### src/rtl/rf_pkg.sv
// Shared types and constants for the RV32I integer register file.
// The optional RF_BYPASS_EN define is consumed by rf_read_port and risc_v_rf.
package rf_pkg;

    localparam int RF_DATA_W    = 32;
    localparam int RF_ADDR_W    = 5;
    localparam int RF_NUM_REGS  = 32;
    localparam int RF_ZERO_ADDR = 0;

    typedef logic [RF_ADDR_W-1:0] rf_addr_t;
    typedef logic [RF_DATA_W-1:0] rf_data_t;

endpackage

### src/rtl/rf_read_port.sv
// One registered read port: enable-hold output register, x0 forcing and,
// when RF_BYPASS_EN is defined, same-edge write-to-read forwarding.
module rf_read_port
    import rf_pkg::*;
#(
    parameter int DATA_W = RF_DATA_W,
    parameter int ADDR_W = RF_ADDR_W
) (
    input  logic              clk,
    input  logic              reset,
    input  logic              re,
    input  logic [ADDR_W-1:0] raddr,
    input  logic [DATA_W-1:0] rd_val,
`ifdef RF_BYPASS_EN
    input  logic              wr,
    input  logic [ADDR_W-1:0] waddr,
    input  logic [DATA_W-1:0] wdata,
`endif
    output logic [DATA_W-1:0] rdata
);

    logic [DATA_W-1:0] rdata_p1;
    logic              zero_hit;

    assign zero_hit = (raddr == ADDR_W'(RF_ZERO_ADDR));

    // Stage p1: output register, only loaded on an enabled read
    always_ff @(posedge clk or negedge reset) begin
        if (!reset) begin
            rdata_p1 <= '0;
        end else if (re) begin
            if (zero_hit) begin
                rdata_p1 <= '0;
`ifdef RF_BYPASS_EN
            end else if (wr && (raddr == waddr)) begin
                rdata_p1 <= wdata;
`endif
            end else begin
                rdata_p1 <= rd_val;
            end
        end
    end

    assign rdata = rdata_p1;

endmodule

### src/rtl/risc_v_rf.sv
// RV32I integer register file: 2 registered read ports, 1 write port, x0 = 0.
// Define RF_BYPASS_EN to forward same-edge write data to matching reads.
module risc_v_rf
    import rf_pkg::*;
#(
    parameter int DATA_W = RF_DATA_W,
    parameter int ADDR_W = RF_ADDR_W
) (
    input  logic              clk,
    input  logic              reset,
    input  logic              wr,
    input  logic [ADDR_W-1:0] waddr,
    input  logic [DATA_W-1:0] wdata,
    input  logic              re1,
    input  logic [ADDR_W-1:0] raddr1,
    output logic [DATA_W-1:0] rdata1,
    input  logic              re2,
    input  logic [ADDR_W-1:0] raddr2,
    output logic [DATA_W-1:0] rdata2
);

    localparam int NUM_REGS = (ADDR_W == RF_ADDR_W) ? RF_NUM_REGS : (1 << ADDR_W);

    logic [DATA_W-1:0] regs [NUM_REGS];

    // Stage p0: architectural state; x0 is never written so it stays zero
    always_ff @(posedge clk or negedge reset) begin
        if (!reset) begin
            for (int i = 0; i < NUM_REGS; i++) begin
                regs[i] <= '0;
            end
        end else if (wr && (waddr != ADDR_W'(RF_ZERO_ADDR))) begin
            regs[waddr] <= wdata;
        end
    end

    rf_read_port #(
        .DATA_W (DATA_W),
        .ADDR_W (ADDR_W)
    ) u_port1 (
        .clk    (clk),
        .reset  (reset),
        .re     (re1),
        .raddr  (raddr1),
        .rd_val (regs[raddr1]),
`ifdef RF_BYPASS_EN
        .wr     (wr),
        .waddr  (waddr),
        .wdata  (wdata),
`endif
        .rdata  (rdata1)
    );

    rf_read_port #(
        .DATA_W (DATA_W),
        .ADDR_W (ADDR_W)
    ) u_port2 (
        .clk    (clk),
        .reset  (reset),
        .re     (re2),
        .raddr  (raddr2),
        .rd_val (regs[raddr2]),
`ifdef RF_BYPASS_EN
        .wr     (wr),
        .waddr  (waddr),
        .wdata  (wdata),
`endif
        .rdata  (rdata2)
    );

endmodule

### config.mk
export PLATFORM = sky130hd
export DESIGN_NAME = risc_v_rf
export DESIGN_NICKNAME = d
export VERILOG_FILES = /design/src/rtl/rf_pkg.sv /design/src/rtl/rf_read_port.sv /design/src/rtl/risc_v_rf.sv
export SDC_FILE = /design/constraint.sdc
export NUM_CORES = 2
export LEC_CHECK = 0
export BUFFER_PORTS_ARGS = -buffer_cell sky130_fd_sc_hd__buf_4
export CAP_MARGIN = 20
export CORE_UTILIZATION = 55
export DETAILED_ROUTE_END_ITERATION = 8
export PLACE_DENSITY = 0.74
export REMOVE_ABC_BUFFERS = 1
export SETUP_SLACK_MARGIN = 0.3
export SLEW_MARGIN = 10
export SYNTH_ARGS = -nofsm -noshare
export SYNTH_HDL_FRONTEND = slang
export SYNTH_SLANG_ARGS = --single-unit
### constraint.sdc
create_clock -name clk -period 3.7 [get_ports clk]
set_input_delay 0.555 -clock clk [delete_from_list [all_inputs] [get_ports clk]]
set_output_delay 0.555 -clock clk [all_outputs]
set_load 0.005 [all_outputs]
* After elaboration in Yosys (flattened, before gate mapping)
Index checks and enable logic that the tools add are counted. W data, S select, Z words.
Storage, ports and cells: input port bits 52, bits in registers 1088, logic and storage cells 57
Cells by class: mux-type cells 11, magnitude comparators 4, reduce and logical (&&, ||, !) cells 5, bitwise logic cells 3
Operators with widths (count):
- $bwmux W1024 | 1
- $bmux W32 S5 | 2
- $mux W32 | 7
- $demux W32 S5 | 1
- $ge A6 B6 Y1 const B | 3
- $not A5 Y6 | 3
- $logic_not A5 Y1 | 2
- $lt A6 B1 Y1 const B | 1
- $reduce_bool A5 Y1 | 1
- $logic_and A1 B1 Y1 | 2

* Depth between registers and ports, before layout
depth in word-level cells 6, gate-level depth with buffers 9

* Cells and area by module
A second synthesis with hierarchy kept.
Second synthesis, totals: cell total of the unflattened synthesis 4817, area total of the unflattened synthesis 58710.1 um^2
Modules (own cells, without submodules):
- risc_v_rf | area each 55942.4 um^2, seq. area each 25624.6 um^2, cells each 4601, instances 1
- rf_read_port | area each 1383.8 um^2, seq. area each 800.8 um^2, cells each 108, instances 2

* Least setup slack after synthesis
No wires, ideal clock.
kind input to register, start input raddr1[0], end register u_port1.rdata_p1[10] (netlist: u_port1.rdata[10]), stages on the path 6, required time 3.562 ns, setup slack 1.326 ns, buffers on the path 2, data arrival time 2.236 ns, setup time 0.138 ns, cell sequence buf_2 > buf_2 > mux4_2 > mux2_2 > a2111oi_0 > a21oi_1
Between the ends: cells in the longest elaborated chain, start to end 5, elaborated cells on any way between the ends 6
Ends and longest elaborated chain:
- from (decl) | RTL line risc_v_rf.sv:15 | input logic [ADDR_W-1:0] raddr1,
- $not A5 Y6 (implied by the code) | RTL line risc_v_rf.sv:45 | .rd_val (regs[raddr1]),
- $bmux W32 S5 | RTL line risc_v_rf.sv:45
- $mux W32 (implied by the code) (2 in series) | RTL line risc_v_rf.sv:45
- $mux W32 (*) | RTL line rf_read_port.sv:32 | if (zero_hit) begin
- to (signal assigned) | RTL line rf_read_port.sv:39 | rdata_p1 <= rd_val;
- to (decl) | RTL line rf_read_port.sv:22 | logic [DATA_W-1:0] rdata_p1;
Every way passes the cells marked *; elsewhere a longest branch is shown, timed or not. The select of a mux whose other input is x is not followed. A chain may end at the register's enable or synchronous reset.

* Final worst setup path
start input raddr1[0], end register u_port1.rdata_p1[11] (netlist: u_port1.rdata[11])
Same word-level chain as after synthesis.

==> flow_metrics.tcl <==
set metrics [dict create \
    run_status "finished clean" \
    overflow 0 \
    grtUsageMet1_pct 46.4 \
    totalPowerFinal_mw 34.5 \
    grt_pass1_wl_mm 252 \
    critical_path_class "in2reg" \
    post-route-period-util_pct 63.5 \
    drive_above_1_share_pct 47.1 \
    fin_worst_skew_ns 0.0207 \
    ys_ff_latch 1088 \
    ctsRootBufferMaster "clkbuf_16" \
    rsz0062_at_grt "no" \
    clkPwrFrac_pct 35.9 \
    cp-end-kind "flip-flop" \
    post-place-ws_ns 0.671 \
    maxCapViolations 0 \
    maxSlewViolCount 0 \
    p_leak_nw 28.1 \
    synthToLayoutAreaGrowth_pct 12.4 \
    start_kind "input port" \
    drtPass1Iterations 5 \
    required_ns 4.25 \
    wirelength_mm 168 \
    row_count 117 \
    vias 37500 \
    cts_buffers 116 \
    combPwrFrac_pct 18.3 \
    cts_setup_buffers 0 \
    tightest_slew_ns 0.934 \
    seq_area_frac_synth_pct 48.1 \
    clockBufferDepth 3 \
    wl_per_cell_um 30.9 \
    clk_pin_slew_worst_paths_ns 0.06 \
    ios 116 \
    dieHeight_um 323 \
    fmax_ghz 0.426 \
    ir_worst_vdd_uv 375 \
    p_sw_mw 9.12 \
    place.port_buffers 115 \
    p_int_mw 25.4 \
    synth.avg_cell_area_um2 14.1 \
    clock-sinks 1088 \
    critPathMaxFanout 54 \
    grt_pass1_vias 38300 \
    syn_inst 4002 \
    synth.distinct_cells 35 \
    seqPwrFrac_pct 45.8 \
    met2_usage_pct 50.1 \
    cts_resized 0 \
    grt_max_degree 119 \
    drtAntennaViolNets 0 \
    worstPathArrival_ns 2.90 \
    vias_per_cell 6.88 \
    cts_tree "yes" \
    core_um2 102000 \
    die-area_um2 104000 \
    htree_levels 3 \
    place_congestion 0.831 \
    drc 0 \
    grt_use_total_pct 32.8 \
    use_met3_pct 6.36 \
    hpwl_mm 98.4 \
    tns_ns 0 \
    setup_slack_ns 1.35 \
    grt.busiest_layer "met2" \
    p_per_area_nw_per_um2 543 \
    n_antenna_cell 0 \
    antenna_found_initial 6 \
    post-route-util_pct 62.5 \
    setup_violations 0 \
    initial_core_util_pct 55.6 \
    yosys_warnings 0 \
    holdCritPathClass "in2reg" \
    placed_area_um2 59600 \
    fin_crit_ns 2.35 \
    chipWidth_um 323 \
    drt-initial-drc-count 3736 \
    stdcell_area_um2 63600 \
    nNetsFinal 4033 \
    clkLatencyLatePin_ns 0.71 \
    slew_headroom_pct 37.6 \
    synthesis.area_um2 56600 \
    switching_share_pct 26.4 \
    ctsHoldBuffers 1 \
    hold_viol 0 \
]
==> cell usage after synthesis <==
library cell  count  area share [%]
nor4b_1           2           0.031
nand3_1           4           0.035
o2111ai_1         2           0.031
o211ai_1         62            0.82
nor2_1          144            0.95
buf_2            65            0.57
o21ai_0           2           0.018
nand3b_1          9            0.12
nor3_1            5           0.044
or4_1            64            0.85
o22ai_1         124             1.4
mux2_2         1056              21
or2_2             2           0.022
a211oi_1          2           0.027
or3_1             4           0.044
and3_1            1           0.011
a22o_1           60            0.93
clkbuf_1        289             1.9
nor4_1            4           0.044
nor2b_1           2           0.022
buf_6            12            0.24
nor4bb_1          2           0.035
a21oi_1          62            0.55
or3b_2            5           0.077
clkinv_1          2           0.013
mux2i_1         378             6.7
mux4_2          324              13
dfrtp_1        1088              48
a2111oi_0        66             1.0
buf_1            50            0.33
nor3b_1           4           0.053
a31o_2            2           0.031
buf_4            21            0.28
nand2b_1         66            0.73
nand2_1          17            0.11
==> worst paths after layout <==
kind | startpoint | to | slack, ns | cells after the start
worst min-delay path | wdata[5] | regs[837] | 0.35 | 2
worst min register to register | regs[1015] | regs[1015] | 0.40 | 0
max in group asynchronous | reset | regs[828] | 2.12 | 3
worst max-delay path | raddr1[0] | u_port1.rdata[11] | 1.35 | 5
min in group asynchronous | reset | regs[605] | 0.47 | 2
worst max register to register | regs[523] | u_port1.rdata[11] | 1.57 | 4
==> logic make-up (layout without fill, tap and decap cells) <==
kind of cell	after synthesis	count (layout)	share of synthesized area, %
buffers and inverters	439	512	3.35
AND/OR/NAND/NOR	335	335	3.18
flip-flops	1088	1088	48.1
multiplexers	1758	1758	40.6
AO/OA/AOI/OAI	382	382	4.80
==> power groups by stage <==
stage          Sequential [mW]  Clock, mW  Combinational (mW)
2_1_floorplan             15.4          0                4.41
6_report                  15.8       12.4                6.33
4_1_cts                   15.7       12.5                6.34
3_5_place_dp              15.9          0                6.30
3_3_place_gp              15.8          0                6.11
5_1_grt                   16.1       13.0                6.79
==> routing by layer <==
layer	part of all wire (%)	wire, um
met1	42	70300
met2	46	76800
met3	8.5	14400
met4	4.0	6800
met5	0.0095	16
==> state kept, by name (all words and copies together) (netlist names) <==
signal	count
u_port2.rdata	32
u_port1.rdata	32
regs	1024
==> worst max-delay path, stage by stage <==
cell,delay (ns)
buf_8,0.52
mux4_2,0.59
mux2_2,0.29
a2111oi_0,0.74
a21oi_1,0.09
==> layout make-up <==
| cell class | count | area [um2] |
|---|---|---|
| clock buffers | 166 | 3400 |
| clock inverters | 46 | 662 |
| fillers | 7672 | 38200 |
| inverters | 2 | 7.51 |
| multi-input cells | 2475 | 27700 |
| flip-flops and latches | 1088 | 27200 |
| well taps | 1368 | 1710 |
| repair buffers | 298 | 2920 |
==> cell usage in the layout, fill, tap and decap left out, types with 29 or more instances in the layout <==
cell type	synthesis	layout
o22ai_1	124	124
buf_12	0	51
mux2_2	1056	1056
a21oi_1	62	62
o211ai_1	62	62
dfrtp_1	1088	1088
a2111oi_0	66	66
buf_4	21	241
clkbuf_8	0	29
or4_1	64	64
mux4_2	324	324
a22o_1	60	60
nand2b_1	66	66
nor2_1	144	128
mux2i_1	378	378
clkbuf_16	0	117
==> metrics by stage <==
step | instances | hold slack (ns)
floorplan | 3565 | 0.259
global placement | 5230 | 0.384
detailed placement | 5230 | 0.388
CTS | 5443 | 0.330
global route | 5443 | 0.372
finish | 5443 | 0.348
(Power assumes the default switching activity.)
